## src/rtl/uart_tx_arbiter.sv

```systemverilog
// Round-robin arbiter sharing one UART Tx channel between N_REQ requesters.
// Optional WAIT_DONE watchdog enabled by defining UART_TX_ARB_TIMEOUT_EN.
module uart_tx_arbiter #(
  parameter int N_REQ           = 4,
  parameter int REQ_SEL_W       = 2,
  parameter int MAX_UART_DATA_W = 8,
  parameter int TOTAL_CONF_W    = 5,
  parameter int TIMEOUT_CYCLES  = 1000000
) (
  input  logic                              clk_i,
  input  logic                              rst_i,
  input  logic                              arb_en_i,
  input  logic [N_REQ-1:0]                  req_valid_i,
  input  logic [N_REQ*MAX_UART_DATA_W-1:0]  req_data_i,
  input  logic [N_REQ*TOTAL_CONF_W-1:0]     req_conf_i,
  output logic [N_REQ-1:0]                  req_ready_o,
  output logic [N_REQ-1:0]                  req_done_o,
  output logic                              tx_start_o,
  output logic [MAX_UART_DATA_W-1:0]        tx_data_o,
  output logic [TOTAL_CONF_W-1:0]           tx_conf_o,
  input  logic                              tx_done_i,
  output logic [REQ_SEL_W-1:0]              grant_id_o,
  output logic                              arb_busy_o,
  output logic                              timeout_o
);

  typedef enum logic [1:0] {IDLE, START, WAIT_DONE} state_t;

  state_t                      state, state_nxt;
  logic [REQ_SEL_W-1:0]        last_grant;
  logic [REQ_SEL_W-1:0]        scan_idx;
  logic [REQ_SEL_W-1:0]        win_idx;
  logic                        win_found;
  logic [MAX_UART_DATA_W-1:0]  sel_data;
  logic [TOTAL_CONF_W-1:0]     sel_conf;
  logic                        accept;
  logic                        done_evt;
  logic                        tmo_evt;

  // Search starts just past the last owner so the previous winner ranks last.
  always_comb begin
    win_found = 1'b0;
    win_idx   = '0;
    scan_idx  = '0;
    for (int i = 1; i <= N_REQ; i++) begin
      scan_idx = REQ_SEL_W'((int'(last_grant) + i) % N_REQ);
      if (!win_found && req_valid_i[scan_idx]) begin
        win_found = 1'b1;
        win_idx   = scan_idx;
      end
    end
    sel_data = '0;
    sel_conf = '0;
    for (int k = 0; k < N_REQ; k++) begin
      if (win_idx == REQ_SEL_W'(k)) begin
        sel_data = req_data_i[k*MAX_UART_DATA_W +: MAX_UART_DATA_W];
        sel_conf = req_conf_i[k*TOTAL_CONF_W +: TOTAL_CONF_W];
      end
    end
  end

  assign accept   = (state == IDLE) && arb_en_i && win_found;
  assign done_evt = (state == WAIT_DONE) && tx_done_i;

`ifdef UART_TX_ARB_TIMEOUT_EN
  localparam int CNT_W = $clog2(TIMEOUT_CYCLES + 1);
  logic [CNT_W-1:0] wd_cnt;

  // Completion in the expiry cycle takes precedence over the abort.
  assign tmo_evt = (state == WAIT_DONE) && !tx_done_i &&
                   (wd_cnt == CNT_W'(TIMEOUT_CYCLES - 1));

  always_ff @(posedge clk_i or posedge rst_i) begin
    if (rst_i) begin
      wd_cnt    <= '0;
      timeout_o <= 1'b0;
    end else begin
      timeout_o <= tmo_evt;
      if (state == START)          wd_cnt <= '0;
      else if (state == WAIT_DONE) wd_cnt <= wd_cnt + 1'b1;
    end
  end
`else
  assign tmo_evt   = 1'b0;
  assign timeout_o = 1'b0;
`endif

  always_ff @(posedge clk_i or posedge rst_i) begin
    if (rst_i) state <= IDLE;
    else       state <= state_nxt;
  end

  always_comb begin
    state_nxt = state;
    case (state)
      IDLE:      if (accept) state_nxt = START;
      START:     state_nxt = WAIT_DONE;
      WAIT_DONE: if (done_evt || tmo_evt) state_nxt = IDLE;
      default:   state_nxt = IDLE;
    endcase
  end

  always_comb begin
    tx_start_o  = (state == START);
    arb_busy_o  = (state != IDLE);
    req_ready_o = '0;
    if (accept && !rst_i) req_ready_o[win_idx] = 1'b1;
  end

  // Character and config are captured on the accept edge and held until the next one.
  always_ff @(posedge clk_i or posedge rst_i) begin
    if (rst_i) begin
      tx_data_o  <= '0;
      tx_conf_o  <= '0;
      grant_id_o <= '0;
      last_grant <= REQ_SEL_W'(N_REQ - 1);
      req_done_o <= '0;
    end else begin
      req_done_o <= '0;
      if (accept) begin
        tx_data_o  <= sel_data;
        tx_conf_o  <= sel_conf;
        grant_id_o <= win_idx;
        last_grant <= win_idx;
      end
      if (done_evt) req_done_o[grant_id_o] <= 1'b1;
    end
  end

endmodule

```

## config.mk

```make
export PLATFORM = sky130hd
export DESIGN_NAME = uart_tx_arbiter
export DESIGN_NICKNAME = d
export VERILOG_FILES = /design/src/rtl/uart_tx_arbiter.sv
export SDC_FILE = /design/constraint.sdc
export NUM_CORES = 1
export LEC_CHECK = 0
export ABC_AREA = 1
export BUFFER_PORTS_ARGS = -buffer_cell sky130_fd_sc_hd__buf_2
export CAP_MARGIN = 5
export CORE_MARGIN = 3
export CORE_UTILIZATION = 43
export CTS_BUF_LIST = sky130_fd_sc_hd__clkbuf_8
export CTS_CLUSTER_DIAMETER = 80
export DETAILED_ROUTE_END_ITERATION = 6
export PLACE_DENSITY = 0.79
export SETUP_SLACK_MARGIN = 0.05
export SLEW_MARGIN = 20
export SYNTH_ARGS = -nofsm -noshare
export SYNTH_HDL_FRONTEND = slang
export SYNTH_SLANG_ARGS = --single-unit
```

## constraint.sdc

```tcl
create_clock -name clk_i -period 2 [get_ports clk_i]
set_clock_uncertainty 0.05 [all_clocks]
set_input_delay 0.4 -clock clk_i [delete_from_list [all_inputs] [get_ports clk_i]]
set_output_delay 0.4 -clock clk_i [all_outputs]
set_load 0.01 [all_outputs]
```

==> summary.txt, run 1 <==
Flow run
  • Max-cap viol count: 0

Drt
  • DR pass1 iterations: 4
  • Final ANT Viol Nets: 0
  • First DRT Iteration DRCs: 127
  • Drt total wl: 5540 µm
  • Via count: 2053
  • DRC: 0
  • DR WL/cell: 13.4 µm
  • Avg Vias per Cell: 4.97

Layout
  • Layout cells sized above 1: 0.570
  • Layout net count: 426
  • Utilization after layout: 0.741
  • Area Growth Syn to Fin: 61.5%
  • Ant. Diodes: 0

Setup path
  • Crit path capture type: primary output
  • Critical Path Source Type: register
  • Worst path arrival time: 2.14 ns
  • WP data required: 1.55 ns
  • Worst-path maximum fanout: 8
  • Critical path type: register to primary output

CTS
  • TritonCTS buffer count: 3
  • CTS tree: done
  • Root Driver: clkbuf_8
  • # clock sinks: 23
  • Clk slew on worst S/H paths: 0.08 ns
  • H-tree Lvls: 1
  • Hold buffer count at cts: 0
  • Insertion delay to the later sink of the worst-skew pair: 0.25 ns
  • Longest Clk Path Bufs: 2

GRT
  • Total gr overflow: 0
  • Largest net degree at the start of global routing: 24
  • Initial antenna violation count: 0
  • GRT Util Overall: 0.219
  • Number of global-route vias before repair: 1911
  • First-pass GRT wire length: 8740 µm

Placement
  • HPWL Detailed: 3960 µm
  • Port Buffers: 84
  • Final Wtd Congestion: 0.886

Yosys
  • Post-synthesis register bit count: 23
  • Post-synth top area share: 0.304
  • Synthesized Nets: 313
  • Mapped Cells: 253
  • Syn Area/Cell: 6.84 µm²
  • Synth cell types: 25
  • Synth top area cells: dfrtp_1, nand2_1, nand3_1
  • Sequential share of the synthesized area: 0.334
  • Largest area contributor in the netlist: dfrtp_1
  • Post-Syn Area: 1730 µm²
  • Ys Warns: 0

Pwr
  • Seq pwr share: 0.134
  • PD cells: 2230 nW/µm²
  • Clock share of power: 0.044
  • Psw: 3.19 mW
  • Internal power: 3.04 mW
  • Peak VDD IR: 0.00183 V
  • Switching share of total power: 0.512
  • Total chip power: 6.23 mW
  • Leakage: 1.61 nW
  • Comb pwr share: 0.822

Timing
  • Worst setup margin: -0.587 ns
  • Slew Viols, Final: 0
  • Max Fclk: 387 MHz
  • RSZ-0062 raised after global routing: true
  • Minimum clock period: 2.59 ns
  • Final Hold Viols: 0
  • Final Setup Violations: 20
  • Tcrit/Tclk final: 1.29

Run status
  • Status: finished, violations left
  • Failing checks: setup timing

Worst hold path
  • Type of the worst min-delay path: input pin to asynchronous set/reset pin

Floorplanning
  • Core ar.: 3770 µm²
  • Std cell rows: 22
  • Total die area: 4820 µm²
  • Die Y: 69.4 µm
  • Chip Width: 69.4 µm
  • Initial Util: 0.459
  • IO Count: 86
cells by family after synthesis:
logic type / after synthesis / share of synthesized area
compound gates: 26 / 0.108
other cells: 1 / 0.00217
simple gates: 157 / 0.424
flops: 23 / 0.334
buf+inv: 46 / 0.132
Yosys cell counts:
cell type  instances
a21boi_1           1
a21oi_1            2
buf_2              6
buf_4              2
buf_6              4
conb_1             1
dfrtp_1           21
dfstp_2            2
inv_1             28
inv_2              4
inv_6              2
nand2_1           87
nand2_2            9
nand2_4            4
nand3_1           39
nand4_1            3
nand4_2            1
nor2_1             4
nor2_4             2
nor3_1             7
o21ai_0           11
o21ai_1            2
o21bai_1           2
o21bai_2           8
or2_1              1
metrics by stage:
stage / hold slack [ns] / TNS [ns] / cell area, µm² / std cells / setup WS [ns]
6_report: 0.263 / -7.51 / 2800 / 413 / -0.587
5_1_grt: 0.283 / -9.95 / 2800 / 413 / -0.695
4_1_cts: 0.255 / -7.33 / 2600 / 409 / -0.523
3_5_place_dp: 0.417 / -3.48 / 2340 / 396 / -0.298
3_3_place_gp: 0.409 / -2.95 / 2340 / 396 / -0.253
2_1_floorplan: 0.367 / -0.504 / 1800 / 253 / -0.149
repair_timing:
item | in CTS | in global routing
gates resized for setup | 39 | 44
pin swaps | 31 | 11
setup buffers | 14 | 5
endpoints found under the setup margin | 18 | 22
placed cells by master (no fill, tap or decap), drive strengths merged:
master,synthesis,layout
o21ai,13,13
clkbuf,0,3
nand3,39,39
nand2,100,100
clkinv,0,2
nor2,6,6
or2,1,1
conb,1,1
nand4,4,4
a21oi,2,2
dfrtp,21,21
inv,34,33
nor3,7,7
buf,12,120
dfstp,2,2
o21bai,10,10
a21boi,1,1
worst max-delay path, cell delays in order, from the launching register on:
cell and delay [ns]:
dfstp_2 0.62, clkinv_4 0.14, nand2_4 0.09, nand2_1 0.08
nand2_1 0.11, nand2_2 0.08, nor2_4 0.14, nand4_1 0.11
nand4_1 0.13, inv_2 0.08, nand2_4 0.13, nor3_4 0.05
buf_2 0.13
metal layers:
metal | track usage | part of all wire
met5 | 0 | 0
met3 | 0.0290 | 0.057
met4 | 0.0564 | 0.023
met1 | 0.296 | 0.42
met2 | 0.368 | 0.50
cell type report:
cell class	instances	area (µm²)
clock buffer	3	41.3
clock inverter	1	5.00
fill	277	976
inverter	34	143
multi-input combinational	184	1210
sequential	23	578
tap	48	60.1
timing repair buffer	120	754
power by group through the flow:
| stage | clock (mW) | sequential (mW) | combinational (mW) |
|---|---|---|---|
| 3_3_place_gp | 0 | 0.835 | 3.68 |
| 5_1_grt | 0.310 | 0.863 | 5.59 |
| 4_1_cts | 0.281 | 0.838 | 4.38 |
| 2_1_floorplan | 0 | 0.862 | 2.67 |
| 3_5_place_dp | 0 | 0.834 | 3.73 |
| 6_report | 0.275 | 0.834 | 5.12 |
worst paths after layout:
| kind | cells past startpoint | slack, ns | from | to |
|---|---|---|---|---|
| worst max-delay path | 12 | -0.59 | last_grant[0]$_DFFE_PP1P_ | req_ready_o[2] |
| worst min-delay path | 3 | 0.26 | rst_i | tx_conf_o[1]$_DFFE_PP0P_ |
| worst max register to register | 18 | -0.45 | last_grant[0]$_DFFE_PP1P_ | tx_conf_o[3]$_DFFE_PP0P_ |
| worst min register to register | 2 | 0.43 | tx_data_o[4]$_DFFE_PP0P_ | tx_data_o[4]$_DFFE_PP0P_ |
| max in group asynchronous | 3 | 1.36 | rst_i | last_grant[0]$_DFFE_PP1P_ |
| min in group clk_i | 2 | 0.28 | tx_done_i | state[1]$_DFFE_PP0P_ |
flip-flops by register name, indices dropped and copies added, names as in the netlist:
register and cells:
tx_data_o 8, tx_conf_o 5, req_done_o 4, grant_id_o 2
last_grant 2, state 2
No activity file was read; power rests on OpenSTA's default activity.
==> inputs of run 2 (changes only) <==
BUFFER_PORTS_ARGS = unset   (was -buffer_cell sky130_fd_sc_hd__buf_2)
CORE_UTILIZATION = 45   (was 43)
DONT_BUFFER_PORTS = 1   (was unset)
PLACE_DENSITY = unset   (was 0.79)
RECOVER_POWER = 100   (was unset)
==> summary.txt, run 2 (synthesized netlist as in run 1, its figures left out) <==
Layout
  • Area Growth Syn to Fin: 24.9%
  • Most flops, register: tx_data_o
  • Max reg flops: 8
  • Layout cells sized above 1: 0.323
  • Fillers: 345
  • Biggest registers after layout: tx_data_o (8), tx_conf_o (5), req_done_o (4)
  • Ant. Diodes: 0
  • Layout net count: 346
  • Most frequent cells in the layout: nand2_1, nand3_1, buf_4
  • Final Instance Area: 2160 µm²
  • Area of the multi-input gates: 1020 µm²
  • Register area: 578 µm²
  • Commonest non-fill, non-tap cell in the layout: nand2_1

Setup path
  • Crit path capture type: primary output
  • Critical Path Source Type: register
  • Worst-path maximum fanout: 7
  • Worst path arrival time: 2.01 ns
  • R2R cell count: 15
  • WP data required: 1.55 ns
  • Critical path type: register to primary output

GRT
  • Largest net degree at the start of global routing: 24
  • GRT Util Overall: 0.204
  • Met1 usage: 0.303
  • GRT met2 Usage: 0.314
  • First-pass GRT wire length: 7270 µm
  • Initial antenna violation count: 0
  • Total gr overflow: 0
  • Met3 Use GR: 0.0328
  • Layer with the highest usage: met2
  • Number of global-route vias before repair: 1538

Floorplanning
  • Std cell rows: 21
  • Core ar.: 3520 µm²
  • Chip Width: 68.0 µm
  • Die Y: 68.0 µm
  • IO Count: 86
  • Initial Util: 0.491
  • Total die area: 4630 µm²

Drt
  • Drt total wl: 4650 µm
  • DR WL/cell: 14.0 µm
  • First DRT Iteration DRCs: 89
  • DR pass1 iterations: 4
  • DRC: 0
  • Via count: 1699
  • Final ANT Viol Nets: 0
  • Avg Vias per Cell: 5.13

CTS
  • CTS tree: done
  • H-tree Lvls: 1
  • Hold buffer count at cts: 0
  • Root Driver: clkbuf_8
  • TritonCTS buffer count: 3
  • Clk slew on worst S/H paths: 0.09 ns
  • Insertion delay to the later sink of the worst-skew pair: 0.26 ns
  • Longest Clk Path Bufs: 2
  • # clock sinks: 23

Timing
  • RSZ-0062 raised after global routing: true
  • Tcrit/Tclk final: 1.23
  • Worst-margin pin slew: 1.27 ns
  • Rel. slew slack: 0.156
  • Final Setup Violations: 20
  • Final Hold Viols: 0
  • Max Fclk: 406 MHz
  • Min Hold Slack: 0.174 ns
  • Worst setup margin: -0.462 ns
  • Slew Viols, Final: 0
  • Minimum clock period: 2.46 ns

Run status
  • Status: finished, violations left
  • Failing checks: setup timing

Pwr
  • Leakage: 1.17 nW
  • PD cells: 2490 nW/µm²
  • Peak VDD IR: 0.00145 V
  • Total chip power: 5.38 mW

Placement
  • Setup WS pre-CTS: -0.221 ns
  • HPWL Detailed: 3670 µm
  • DP Area: 2000 µm²
  • Port Buffers: 0
  • Final Wtd Congestion: 0.800

Flow run
  • Max-cap viol count: 0

Worst hold path
  • Hold depth: 1
  • Type of the worst min-delay path: input pin to register
run 2: final cells by class:
cell class / instances / share of cell area
Clock inverter: 1 / 0.00347
Clock buffer: 3 / 0.0191
Tap cell: 46 / 0.0266
Sequential cell: 23 / 0.267
Timing Repair Buffer: 40 / 0.146
Multi-Input combinational cell: 184 / 0.472
Inverter: 34 / 0.0648
run 2: stage by stage:
step	TNS [ns]	instances	util
floorplan	-0.504	253	-
global placement	-2.66	319	0.568
detailed placement	-2.98	319	0.568
CTS	-4.75	329	0.606
global route	-8.76	331	0.614
finish	-5.35	331	0.614
run 2: path summary, 6_finish.rpt:
| check | end | from | slack (ns) |
|---|---|---|---|
| setup reg to reg | tx_data_o[4]$_DFFE_PP0P_ | last_grant[0]$_DFFE_PP1P_ | -0.36 |
| setup / recovery | req_ready_o[3] | last_grant[0]$_DFFE_PP1P_ | -0.46 |
| hold / removal | state[1]$_DFFE_PP0P_ | tx_done_i | 0.17 |
| max in group asynchronous | tx_data_o[4]$_DFFE_PP0P_ | rst_i | 0.69 |
| hold reg to reg | tx_conf_o[1]$_DFFE_PP0P_ | tx_conf_o[1]$_DFFE_PP0P_ | 0.50 |
| min in group asynchronous | tx_data_o[5]$_DFFE_PP0P_ | rst_i | 0.47 |
run 2: layer usage:
metal	vias up	share of wire
li1	865	-
met1	762	0.47
met2	68	0.46
met3	4	0.062
met4	0	0.0077
met5	-	0
run 2: power breakdown:
part	leakage (nW)	internal, mW	switching, mW
registers	0.289	0.687	0.243
clock network	0.0217	0.141	0.163
logic	0.862	1.84	2.30
run 2: critical path: stages (launching register included):
cell and delay (ns):
dfstp_2 0.63, buf_4 0.14, nand2_1 0.06, nand3_1 0.08, nand2_1 0.09, nor2_4 0.17
nand3_2 0.08, nand2_2 0.08, nand2_4 0.10, inv_8 0.10, nand2_4 0.08, nor2_4 0.12
run 2: repair_timing:
action,CTS,global route
resized for setup,11,13
buffers inserted,6,2
pin swaps,9,5
setup endpoints to repair,20,22
